`config.mk`:
```
export PLATFORM = sky130hd
export DESIGN_NAME = output_level_ramp
export DESIGN_NICKNAME = d
export VERILOG_FILES = /design/src/rtl/output_level_ramp.sv
export SDC_FILE = /design/constraint.sdc
export NUM_CORES = 2
export LEC_CHECK = 0
export BUFFER_PORTS_ARGS = -buffer_cell sky130_fd_sc_hd__buf_2
export CORE_MARGIN = 2
export CORE_UTILIZATION = 50
export DETAILED_ROUTE_END_ITERATION = 8
export GPL_ROUTABILITY_DRIVEN = 0
export MAX_ROUTING_LAYER = met4
export PLACE_DENSITY_LB_ADDON = 0.3
export SLEW_MARGIN = 20
export SYNTH_ARGS = -nofsm -noshare
export SYNTH_HDL_FRONTEND = slang
export SYNTH_SLANG_ARGS = --single-unit
```
`constraint.sdc`:
```
create_clock -name clk -period 9.6 [get_ports clk]
set_input_delay 0.96 -clock clk [delete_from_list [all_inputs] [get_ports clk]]
set_output_delay 0.96 -clock clk [all_outputs]
set_load 0.005 [all_outputs]
```
`src/rtl/output_level_ramp.sv`:
```
// Output level stage: scales the double-width overdrive sample by a gain that glides one LSB
// at a time toward its (mute-aware) target, then saturates back to fxp_size. Two-stage pipeline.
module output_level_ramp #(
    parameter int fxp_size           = 16,
    parameter int bits_per_level     = 12,
    parameter int bits_per_gain_frac = 4,
    parameter int ramp_div           = 64
) (
    input  logic                    clk,
    input  logic                    rst,
    input  logic                    i_valid,
    input  logic [2*fxp_size-1:0]   i_sample,
    input  logic [fxp_size-1:0]     i_target_gain,
    input  logic                    i_mute,
    output logic                    o_valid,
    output logic [fxp_size-1:0]     o_sample,
    output logic                    o_clip,
    output logic                    o_ramping,
    output logic [fxp_size-1:0]     o_cur_gain
);

    localparam int PW   = 3 * fxp_size + 1;
    localparam int CntW = (ramp_div > 1) ? $clog2(ramp_div) : 1;
    localparam logic [CntW-1:0] CntMax = CntW'(ramp_div - 1);

    typedef enum logic [1:0] {
        HOLD      = 2'd0,
        RAMP_UP   = 2'd1,
        RAMP_DOWN = 2'd2
    } state_t;

    // The sample format passes through unchanged; the level fraction must fit in the output word.
    if (bits_per_level >= fxp_size) begin : g_bad_level_format
    end

    // Clamp a shifted product to the signed output range; returns {clip, sample}.
    function automatic logic [fxp_size:0] sat_fn(input logic signed [PW-1:0] val);
        logic [PW-fxp_size:0] upper;
        logic [fxp_size:0]    res;
        upper = val[PW-1:fxp_size-1];
        if ((upper == '0) || (upper == '1)) begin
            res = {1'b0, val[fxp_size-1:0]};
        end else if (val[PW-1]) begin
            res = {1'b1, 1'b1, {(fxp_size-1){1'b0}}};
        end else begin
            res = {1'b1, 1'b0, {(fxp_size-1){1'b1}}};
        end
        return res;
    endfunction

    state_t                 state_q, state_d;
    logic [fxp_size-1:0]    cur_gain_q, cur_gain_d;
    logic [CntW-1:0]        step_cnt_q, step_cnt_d;
    logic                   ramping_q, ramping_d;
    logic                   v1_q, v1_d;
    logic signed [PW-1:0]   prod_q, prod_d;
    logic                   v2_q, v2_d;
    logic [fxp_size-1:0]    sample_q, sample_d;
    logic                   clip_q, clip_d;

    logic [fxp_size-1:0]    tgt_s;
    logic signed [PW-1:0]   samp_ext_s;
    logic signed [PW-1:0]   gain_ext_s;
    logic signed [PW-1:0]   shifted_s;
    logic [fxp_size:0]      sat_s;

    // Gain FSM: steps only on accepted samples, re-deciding direction every sample.
    always_comb begin
        tgt_s      = i_mute ? '0 : i_target_gain;
        state_d    = state_q;
        cur_gain_d = cur_gain_q;
        step_cnt_d = step_cnt_q;
        if (i_valid) begin
            if (cur_gain_q == tgt_s) begin
                state_d    = HOLD;
                step_cnt_d = '0;
            end else begin
                if (step_cnt_q == CntMax) begin
                    step_cnt_d = '0;
                    if (tgt_s > cur_gain_q) begin
                        cur_gain_d = cur_gain_q + fxp_size'(1);
                    end else begin
                        cur_gain_d = cur_gain_q - fxp_size'(1);
                    end
                end else begin
                    step_cnt_d = step_cnt_q + CntW'(1);
                end
                // Reaching the target ends the ramp; a reversal keeps the partial step count.
                if (cur_gain_d == tgt_s) begin
                    state_d    = HOLD;
                    step_cnt_d = '0;
                end else if (tgt_s > cur_gain_d) begin
                    state_d = RAMP_UP;
                end else begin
                    state_d = RAMP_DOWN;
                end
            end
        end else begin
            state_d    = state_q;
            cur_gain_d = cur_gain_q;
            step_cnt_d = step_cnt_q;
        end
        ramping_d = (state_d != HOLD);
    end

    // Datapath: multiply with the pre-update gain, then shift and saturate.
    always_comb begin
        samp_ext_s = {{(PW-2*fxp_size){i_sample[2*fxp_size-1]}}, i_sample};
        gain_ext_s = {{(PW-fxp_size){1'b0}}, cur_gain_q};
        v1_d       = i_valid;
        if (i_valid) begin
            prod_d = samp_ext_s * gain_ext_s;
        end else begin
            prod_d = prod_q;
        end
        shifted_s = prod_q >>> bits_per_gain_frac;
        sat_s     = sat_fn(shifted_s);
        v2_d      = v1_q;
        if (v1_q) begin
            sample_d = sat_s[fxp_size-1:0];
            clip_d   = sat_s[fxp_size];
        end else begin
            sample_d = sample_q;
            clip_d   = 1'b0;
        end
    end

    // State and pipeline registers.
    always_ff @(posedge clk or negedge rst) begin
        if (!rst) begin
            state_q    <= HOLD;
            cur_gain_q <= '0;
            step_cnt_q <= '0;
            ramping_q  <= 1'b0;
            v1_q       <= 1'b0;
            prod_q     <= '0;
            v2_q       <= 1'b0;
            sample_q   <= '0;
            clip_q     <= 1'b0;
        end else begin
            state_q    <= state_d;
            cur_gain_q <= cur_gain_d;
            step_cnt_q <= step_cnt_d;
            ramping_q  <= ramping_d;
            v1_q       <= v1_d;
            prod_q     <= prod_d;
            v2_q       <= v2_d;
            sample_q   <= sample_d;
            clip_q     <= clip_d;
        end
    end

    assign o_valid    = v2_q;
    assign o_sample   = sample_q;
    assign o_clip     = clip_q;
    assign o_ramping  = ramping_q;
    assign o_cur_gain = cur_gain_q;

endmodule

```
==> run_results.csv <==
group,metric,value,unit
yosys,post_synth_main_area_contributors,"sky130_fd_sc_hd__fa_1 43%, sky130_fd_sc_hd__inv_1 9.9%, sky130_fd_sc_hd__dfrtp_1 9.7%",
yosys,async_reset_ff_frac,1.000,
clocking,cts.htree.levels,3,
routing,initialDrtViolationCount,1067,
worst_setup_path,crit_path_max_fanout,25,
timing,finalHoldViolations,0,
global_routing,grt_first_pass_wirelength,97680,µm
clocking,worst_setup_hold_path_clk_slew,0.07,ns
worst_setup_path,critPathLaunchType,"register",
clocking,clkLatencyLatePin,0.34,ns
placed_design,pre_cts_setup_slack,2.125,ns
hold_path,min-delay-path-class,"primary input to async pin",
final_layout,drive_gt1_frac,0.06649,
yosys,synth.most_common_cell,"sky130_fd_sc_hd__inv_1",
floorplanning,core_area,45380,µm²
yosys,synth-edff-count,0,
routing,final_antenna_net_count,0,
worst_setup_path,critPathCaptureType,"register",
timing,final_critical_path_setup_slack,2.175,ns
global_routing,antenna_found_initial,0,
clocking,clock_sinks,89,
worst_setup_path,required,9.82,ns
worst_setup_path,critical_path.max_stage_delay,0.95,ns
worst_setup_path,cp_slowest_cell,"sky130_fd_sc_hd__dfrtp_1",
routing,vias,17355,
placed_design,portBuffers,86,
final_layout,final_nets,3299,
yosys,ys_seq_elements,89,
yosys,synthesized_nets,3298,
yosys,synth_commonest_cells,"608 x sky130_fd_sc_hd__inv_1, 489 x sky130_fd_sc_hd__fa_1, 423 x sky130_fd_sc_hd__nand2_1, 161 x sky130_fd_sc_hd__ha_1, 150 x sky130_fd_sc_hd__and2_1",
worst_setup_path,crit_chain,"buf_4 -> nand2_1 -> fa_1 -> fa_1 -> inv_1 -> fa_1 -> fa_1 -> fa_1 -> fa_1 -> ha_1 -> nand4_2 -> nor3b_1 -> a21boi_0 -> nor2_1 -> o31ai_2 -> and3_4 -> a311oi_1 -> xnor2_1 -> mux2_2",
final_layout,num_antenna_cells,0,
clocking,cts_buffers,9,
yosys,dominantRegCellSynth,"sky130_fd_sc_hd__dfrtp_1",
global_routing,grt_start_max_net_pins,82,
routing,wl_per_cell,18.22,µm
yosys,synth.yosys.warnings,0,
clocking,cts_buffer_depth,2,
routing,detail_route.first_pass.iterations,6,
routing,drc_violations_left,0,
timing,final-max-slew-violation-count,0,
clocking,clk_root_buffer_cell,"sky130_fd_sc_hd__clkbuf_16",
worst_setup_path,cp.buffers_inverters,2,
worst_setup_path,worstPathArrival,7.65,ns
floorplanning,floorplan.die.height,218.3,µm
yosys,post-synth-top-area-fraction,0.4265,
routing,post_drt_via_cell_ratio,5.420,
yosys,mappedNetlistArea,22950,µm²
clocking,postCtsSetupRepairBufs,0,
floorplanning,die-area,47630,µm²
global_routing,vias_in_the_first_global_route,19248,
run,drv.max_cap_violation_count,0,
global_routing,gr-total-overflow,0,
yosys,postSynthAreaPerCell,8.841,µm²
timing,max-slew-margin-rel,0.2676,
placed_design,dpl.hpwl,46490,µm
yosys,synth_top_cell_by_area,"sky130_fd_sc_hd__fa_1",
floorplanning,fp-row-count,78,
clocking,post_cts_resized,0,
status,run_status,"finished, final reports clean",
yosys,seq_total_area_yosys,0.09703,
timing,finalCritPeriodShare,0.7735,
timing,tightestPinTransition,1.099,ns
timing,rsz0062_at_grt,"no",
timing,setup_viol,0,
clocking,tritoncts,"yes",
floorplanning,initial_core_utilization,0.5058,
floorplanning,chipWidth,218.3,µm
timing,finalCriticalPeriod,7.425,ns
timing,timing.setup.tns,0,ns
timing,fmax,134.7,MHz
worst_setup_path,crit_top_cell,"sky130_fd_sc_hd__fa_1",
global_routing,grtUsageTotal,0.2675,
floorplanning,ios,87,
clocking,ctsHoldBuffers,0,
routing,wirelength,58350,µm
worst_setup_path,ws_path_type,"register to register",
final_layout,areaGrowthSynthToFinish,5.119,%
yosys,synth.lib_cells_used.distinct,70,
yosys,syn-instance-count,2596,
timing,finalClockSkew,0.01534,ns
worst_setup_path,critPathTopFamily,"adder cells",
area by class of cell:
| cell class | instances | area [µm²] |
|---|---|---|
| clock buffer | 11 | 242.7 |
| clock inverter | 5 | 40.04 |
| fill | 4195 | 21250 |
| inverter | 608 | 2282 |
| multi-input combinational | 1783 | 18000 |
| sequential | 89 | 2228 |
| tap | 600 | 750.7 |
| timing repair buffer | 106 | 586.8 |
routing by layer:
layer,up-vias,global-route usage,part of all wire
met5,-,-,0
met4,0,0.08912,0.034
met3,134,0.02784,0.051
met2,553,0.4524,0.50
met1,8908,0.3377,0.42
li1,7760,-,-
per-stage QoR:
step                      hold slack [ns]  utilization  instances  instance area, µm²
after CTS                          0.4251       0.5316       3202               24120
after global routing               0.4316       0.5317       3202               24130
after global placement             0.4658       0.5253       3186               23840
final                              0.4403       0.5317       3202               24130
after detailed placement           0.4633       0.5253       3186               23840
after floorplan                    0.4344            -       2596               22950
final timing paths:
check	endpoint	from	cells after the start	slack [ns]
worst min register to register	step_cnt_q[5]$_DFFE_PN0P_	step_cnt_q[5]$_DFFE_PN0P_	1	0.48
min in group clk	step_cnt_q[5]$_DFFE_PN0P_	step_cnt_q[5]$_DFFE_PN0P_	1	0.48
worst max-delay path	prod_q[30]$_DFFE_PN0P_	o_cur_gain[11]$_DFFE_PN0P_	19	2.17
worst min-delay path	o_clip$_DFF_PN0_	rst	1	0.44
max in group asynchronous	o_cur_gain[3]$_DFFE_PN0P_	rst	2	8.20
worst max register to register	prod_q[30]$_DFFE_PN0P_	o_cur_gain[11]$_DFFE_PN0P_	19	2.17
sequential cells by signal (all words and copies together), names as in the netlist:
signal	count
step_cnt_q	6
v1_q	1
prod_q	45
state_q	2
o_sample	16
o_valid	1
o_clip	1
o_ramping	1
o_cur_gain	16
layout by cell type (no fill, tap or decap), drive strengths merged, types with 5 or more instances in the layout:
master / Yosys / layout
a21o: 37 / 37
a21oi: 110 / 110
a31o: 5 / 5
and2: 150 / 150
and3: 9 / 9
buf: 2 / 106
clkbuf: 114 / 11
dfrtp: 89 / 89
fa: 489 / 489
ha: 161 / 161
inv: 608 / 609
mux2: 34 / 34
nand2: 423 / 423
nand2b: 7 / 7
nand3: 18 / 18
nand4: 22 / 22
nor2: 77 / 77
nor2b: 26 / 26
nor3: 13 / 13
nor4: 9 / 9
o21a: 6 / 6
o21ai: 49 / 49
o21bai: 5 / 5
o311ai: 5 / 5
o31ai: 5 / 5
or3: 8 / 8
xnor2: 43 / 43
xor2: 17 / 17
logic make-up (layout without fill, tap and decap cells):
family | after synthesis | in the layout | share of synthesized area
multiplexers | 36 | 36 | 0.01755
flip-flops | 89 | 89 | 0.09703
XOR/XNOR | 60 | 60 | 0.02290
AND/OR/NAND/NOR | 772 | 772 | 0.1556
buffers and inverters | 724 | 730 | 0.1189
adder cells (fa/ha/maj) | 651 | 651 | 0.5147
AO/OA/AOI/OAI | 264 | 264 | 0.07327
Power is not shown: default switching activity piles up to over one toggle a cycle in this logic, so the estimate is an artifact.
